**src/rtl/pot_scan_seq.sv**
```systemverilog
// rtl/pot_scan_seq.sv - round-robin A2D pot scanner feeding six stable gain/volume registers
// Optional feature: define POT_SMOOTH_EN to low-pass each pot with a first-order IIR.
module pot_scan_seq #(
  parameter int GAP_CYC    = 64,
  parameter int RDY_SWEEPS = 2
) (
  input  logic        clk,
  input  logic        rst_n,
  input  logic        cnv_cmplt,
  input  logic [11:0] res,
  output logic        strt_cnv,
  output logic [2:0]  chnnl,
  output logic [11:0] LP_pot,
  output logic [11:0] B1_pot,
  output logic [11:0] B2_pot,
  output logic [11:0] B3_pot,
  output logic [11:0] HP_pot,
  output logic [11:0] VOL_pot,
  output logic        sweep_done,
  output logic        pots_rdy
);

  typedef enum logic [1:0] {S_GAP, S_START, S_WAIT, S_STORE} state_t;

  localparam logic [9:0] GAP_LAST  = 10'(GAP_CYC - 1);
  localparam logic [3:0] SWEEP_MAX = 4'(RDY_SWEEPS);

  state_t      state_q, state_d;
  logic [9:0]  gap_cnt_q, gap_cnt_d;
  logic [2:0]  slot_q, slot_d;
  logic [11:0] res_q, res_d;
  logic [11:0] pot_q [6];
  logic [11:0] pot_d [6];
  logic [3:0]  sweep_cnt_q, sweep_cnt_d;
  logic        sweep_done_q, sweep_done_d;
  logic        pots_rdy_q, pots_rdy_d;
  logic [11:0] cur_pot;
  logic [11:0] store_val;

`ifdef POT_SMOOTH_EN
  logic [5:0]         first_q, first_d;
  logic               cur_first;
  logic signed [13:0] diff, step, sum;
`endif

  // State register
  always_ff @(posedge clk) begin
    if (!rst_n) state_q <= S_GAP;
    else        state_q <= state_d;
  end

  // Next-state: idle gap, one-cycle start, wait for completion, one-cycle store
  always_comb begin
    state_d = state_q;
    case (state_q)
      S_GAP:   if (gap_cnt_q == GAP_LAST) state_d = S_START;
      S_START: state_d = S_WAIT;
      S_WAIT:  if (cnv_cmplt) state_d = S_STORE;
      S_STORE: state_d = S_GAP;
      default: state_d = S_GAP;
    endcase
  end

  // FSM outputs: start pulse and fixed slot-to-channel map
  always_comb begin
    strt_cnv = (state_q == S_START);
    case (slot_q)
      3'd0:    chnnl = 3'd1;
      3'd1:    chnnl = 3'd0;
      3'd2:    chnnl = 3'd4;
      3'd3:    chnnl = 3'd2;
      3'd4:    chnnl = 3'd3;
      3'd5:    chnnl = 3'd7;
      default: chnnl = 3'd1;
    endcase
  end

  // Select the register addressed by the current slot
  always_comb begin
    cur_pot = '0;
    for (int i = 0; i < 6; i++)
      if (slot_q == 3'(i)) cur_pot = pot_q[i];
  end

`ifdef POT_SMOOTH_EN
  // IIR step new = old + (res - old)/4; first store after reset loads raw
  always_comb begin
    cur_first = 1'b0;
    for (int i = 0; i < 6; i++)
      if (slot_q == 3'(i)) cur_first = first_q[i];
    diff      = $signed({2'b00, res_q}) - $signed({2'b00, cur_pot});
    step      = diff >>> 2;
    sum       = $signed({2'b00, cur_pot}) + step;
    store_val = cur_first ? res_q : sum[11:0];
  end
`else
  // Raw result goes straight into the pot register
  always_comb begin
    store_val = res_q;
  end
`endif

  // Datapath next-state: gap counter, result capture, pot write, slot/sweep bookkeeping
  always_comb begin
    gap_cnt_d    = gap_cnt_q;
    slot_d       = slot_q;
    res_d        = res_q;
    pot_d        = pot_q;
    sweep_cnt_d  = sweep_cnt_q;
    sweep_done_d = 1'b0;
    pots_rdy_d   = pots_rdy_q | (sweep_cnt_q == SWEEP_MAX);
`ifdef POT_SMOOTH_EN
    first_d      = first_q;
`endif
    case (state_q)
      S_GAP:  gap_cnt_d = gap_cnt_q + 10'd1;
      S_WAIT: if (cnv_cmplt) res_d = res;
      S_STORE: begin
        for (int i = 0; i < 6; i++)
          if (slot_q == 3'(i)) begin
            pot_d[i] = store_val;
`ifdef POT_SMOOTH_EN
            first_d[i] = 1'b0;
`endif
          end
        gap_cnt_d = '0;
        if (slot_q == 3'd5) begin
          slot_d       = 3'd0;
          sweep_done_d = 1'b1;
          if (sweep_cnt_q != SWEEP_MAX) sweep_cnt_d = sweep_cnt_q + 4'd1;
        end else begin
          slot_d = slot_q + 3'd1;
        end
      end
      default: ;
    endcase
  end

  // Datapath registers
  always_ff @(posedge clk) begin
    if (!rst_n) begin
      gap_cnt_q    <= '0;
      slot_q       <= '0;
      res_q        <= '0;
      for (int i = 0; i < 6; i++) pot_q[i] <= '0;
      sweep_cnt_q  <= '0;
      sweep_done_q <= 1'b0;
      pots_rdy_q   <= 1'b0;
`ifdef POT_SMOOTH_EN
      first_q      <= '1;
`endif
    end else begin
      gap_cnt_q    <= gap_cnt_d;
      slot_q       <= slot_d;
      res_q        <= res_d;
      pot_q        <= pot_d;
      sweep_cnt_q  <= sweep_cnt_d;
      sweep_done_q <= sweep_done_d;
      pots_rdy_q   <= pots_rdy_d;
`ifdef POT_SMOOTH_EN
      first_q      <= first_d;
`endif
    end
  end

  assign LP_pot     = pot_q[0];
  assign B1_pot     = pot_q[1];
  assign B2_pot     = pot_q[2];
  assign B3_pot     = pot_q[3];
  assign HP_pot     = pot_q[4];
  assign VOL_pot    = pot_q[5];
  assign sweep_done = sweep_done_q;
  assign pots_rdy   = pots_rdy_q;

endmodule

```
**config.mk**
```make
export PLATFORM = sky130hd
export DESIGN_NAME = pot_scan_seq
export DESIGN_NICKNAME = d
export VERILOG_FILES = /design/src/rtl/pot_scan_seq.sv
export SDC_FILE = /design/constraint.sdc
export NUM_CORES = 1
export LEC_CHECK = 0
export BUFFER_PORTS_ARGS = -buffer_cell sky130_fd_sc_hd__buf_4
export CORE_UTILIZATION = 35
export CTS_CLUSTER_SIZE = 28
export DETAILED_ROUTE_END_ITERATION = 6
export GPL_TIMING_DRIVEN = 0
export RECOVER_POWER = 50
export SYNTH_ARGS = -nofsm -noshare
export SYNTH_HDL_FRONTEND = slang
export SYNTH_SLANG_ARGS = --single-unit
```
**constraint.sdc**
```tcl
create_clock -name clk -period 2.45 [get_ports clk]
set_input_delay 0.245 -clock clk [delete_from_list [all_inputs] [get_ports clk]]
set_output_delay 0.245 -clock clk [all_outputs]
set_load 0.05 [all_outputs]
```
==> results.cfg <==
[status]
status = finished with violations
violations = DRC

[timing]
skew_ps = 7.78
hold_viol = 0
worst_pin_slew_ps = 641
min_period_ps = 2140
setup_tns_ps = 0
rsz0062_at_grt = no
slew_headroom_pct = 57.5
slew_violations = 0
timing.fmax_ghz = 0.467
setup_violations = 0
finalCritPeriodShare_pct = 87.5
worst_slack_ps = 307

[critical_path]
end_kind = primary output
path_class = reg -> out
start_kind = register
arrival_ps = 1900
worst-endpoint-required_ps = 2200
path_max_fanout = 10

[routing]
drcViolationCount = 6
dr.pass1.iters = 7
first_iter_violations = 179
vias = 3541
detail-route-antenna-nets = 0
wl_per_cell_um = 14.7
vias_per_cell = 4.76
routed_wl_mm = 11.0

[yosys]
netlist_area_sq_um = 4210
ys_seq_elements = 105
ys_seq_area_share_pct = 49.9
synth_top_family_by_area = simple AND/OR/NAND/NOR gates
synth_fa_ha_area_share_pct = 2.38
async_flop_share_pct = 0
synthSimpleGateAreaFrac_pct = 23.6
synthesis.nets = 517
synth_xor_area_share_pct = 2.08
avgSynthCellArea_sq_um = 8.52
synth_edf_count = 0
synth_mux_area_share_pct = 0.238
synth_cell_type_count = 42
ys_warn_count = 0
postSynthCellCount = 494
synth-main-ff-cell = dfxtp_1
synth_compound_area_share_pct = 17.9

[pwr]
leakagePower_nw = 1.77
max-vdd-ir-drop_uv = 301
power_density_nw_per_um2 = 623

[place]
dp_slack_ps = 601
place.gp.congestion = 0.748
hpwl_mm = 7.89
port_buffers = 91

[grt]
grt_pass1_wl_mm = 17.4
grt_pass1_vias = 3339
grt_max_degree = 18
gr-total-overflow = 0
grt_usage_pct = 18.0
grt_antenna_before_repair = 0

[floorplan]
die_h_um = 112
num_io_pins = 93
coreArea_sq_um = 11600
initial_utilization_pct = 36.4
die_area_sq_um = 12500
row_count = 39
die_w_um = 112

[cts]
cts_tree = built
clkSinkCount = 105
clock_path_buffers = 2
cts_root_buffer = clkbuf_16
cts_made_buffers = 9
clock_latency_ps = 350
ctsHoldBuffers = 0
cts_resized = 0
postCtsSetupBuffers = 0
cts_max_level = 3
clk_pin_slew_ps = 70

[layout]
nFillCells = 1207
drive_gt1_share_pct = 8.32
mostFrequentLayoutCells = nand2_1, dfxtp_1, clkbuf_1
mostFrequentLayoutCell = nand2_1
multiInputGateArea_sq_um = 1940
nets = 619
n_antenna_cell = 0
syn2layout_area_growth_pct = 20.4
seqCellArea_sq_um = 2100

[worst_hold_path]
hp-class = in -> reg

[job]
max_cap_viol_count = 0
state kept, by name (all words and copies together), names as in the netlist, 10 cells and up:
signal / flops
B1_pot: 12
B2_pot: 12
B3_pot: 12
HP_pot: 12
LP_pot: 12
VOL_pot: 12
res_q: 12
gap_cnt_q: 10
layer usage:
| layer | GRT usage [%] | wire, um | vias up |
|---|---|---|---|
| met5 | 0 | 0 | - |
| met4 | 6.31 | 159 | 0 |
| met3 | 3.48 | 676 | 13 |
| met2 | 28.3 | 4850 | 99 |
| met1 | 24.5 | 5270 | 1609 |
| li1 | - | - | 1820 |
cell families (layout without fill, tap and decap cells):
family	count (synthesis)	after routing
AND/OR/NAND/NOR	232	232
flip-flops	105	105
AO/OA/AOI/OAI	102	102
multiplexers	1	1
buffers and inverters	36	143
XOR/XNOR	10	10
adder cells (fa/ha/maj)	8	8
synthesized netlist by cell type, types with 2 or more instances:
master | instances | area share [%]
ha_1 | 8 | 2.4
o21ai_0 | 3 | 0.36
nand2b_1 | 2 | 0.30
nand4_1 | 3 | 0.45
a21boi_0 | 22 | 3.9
xor2_1 | 6 | 1.2
buf_4 | 2 | 0.36
nand2_1 | 183 | 16
a21oi_1 | 5 | 0.59
dfxtp_1 | 105 | 50
inv_1 | 6 | 0.53
nor2_1 | 8 | 0.71
nand3_1 | 4 | 0.48
a21boi_1 | 62 | 11
nor3_1 | 2 | 0.24
o21ai_1 | 2 | 0.24
buf_2 | 11 | 1.3
and2_1 | 9 | 1.3
nor2_2 | 2 | 0.30
xnor2_1 | 4 | 0.83
or3_1 | 2 | 0.30
clkbuf_1 | 16 | 1.4
nor2b_1 | 6 | 0.89
and3_1 | 3 | 0.45
stage by stage:
step           util (%)  area (sq um)  hold slack, ps  instances  total power [mW]
5_1_grt            43.8          5070             176        744              3.26
6_report           43.8          5070             158        744              3.16
3_5_place_dp       43.9          5070             447        728              1.83
2_1_floorplan         -          4210             390        494              1.80
4_1_cts            46.3          5360             153        744              3.18
3_3_place_gp       43.9          5070             445        728              1.83
worst paths after layout:
check,endpoint,slack [ps],cells past startpoint,startpoint
setup reg to reg,gap_cnt_q[6],530,5,state_q[1]
hold / removal,res_q[4],160,3,res[4]
setup / recovery,chnnl[0],310,5,slot_q[0]
hold reg to reg,B3_pot[5],450,2,B3_pot[5]
report_power, final:
| group | leakage [nW] | switching (mW) | internal, mW |
|---|---|---|---|
| Sequential | 0.846 | 0.00446 | 1.71 |
| Combinational | 0.791 | 0.0359 | 0.0405 |
| Clock | 0.128 | 0.645 | 0.723 |
worst max-delay path, cell delays in order (launching register included):
cell and delay (ps):
dfxtp_1 290, buf_2 180, and2_1 160, ha_1 230, o31ai_1 420, buf_4 280
layout make-up:
cell class / instances / share of cell area, %
sequential: 105 / 41.5
multi-input combinational: 353 / 38.3
timing repair buffer: 91 / 7.92
clock buffer: 11 / 4.79
tap: 143 / 3.53
buffer: 30 / 2.74
clock inverter: 5 / 0.790
inverter: 6 / 0.444
Note: power is estimated with default switching activity, not from simulation.
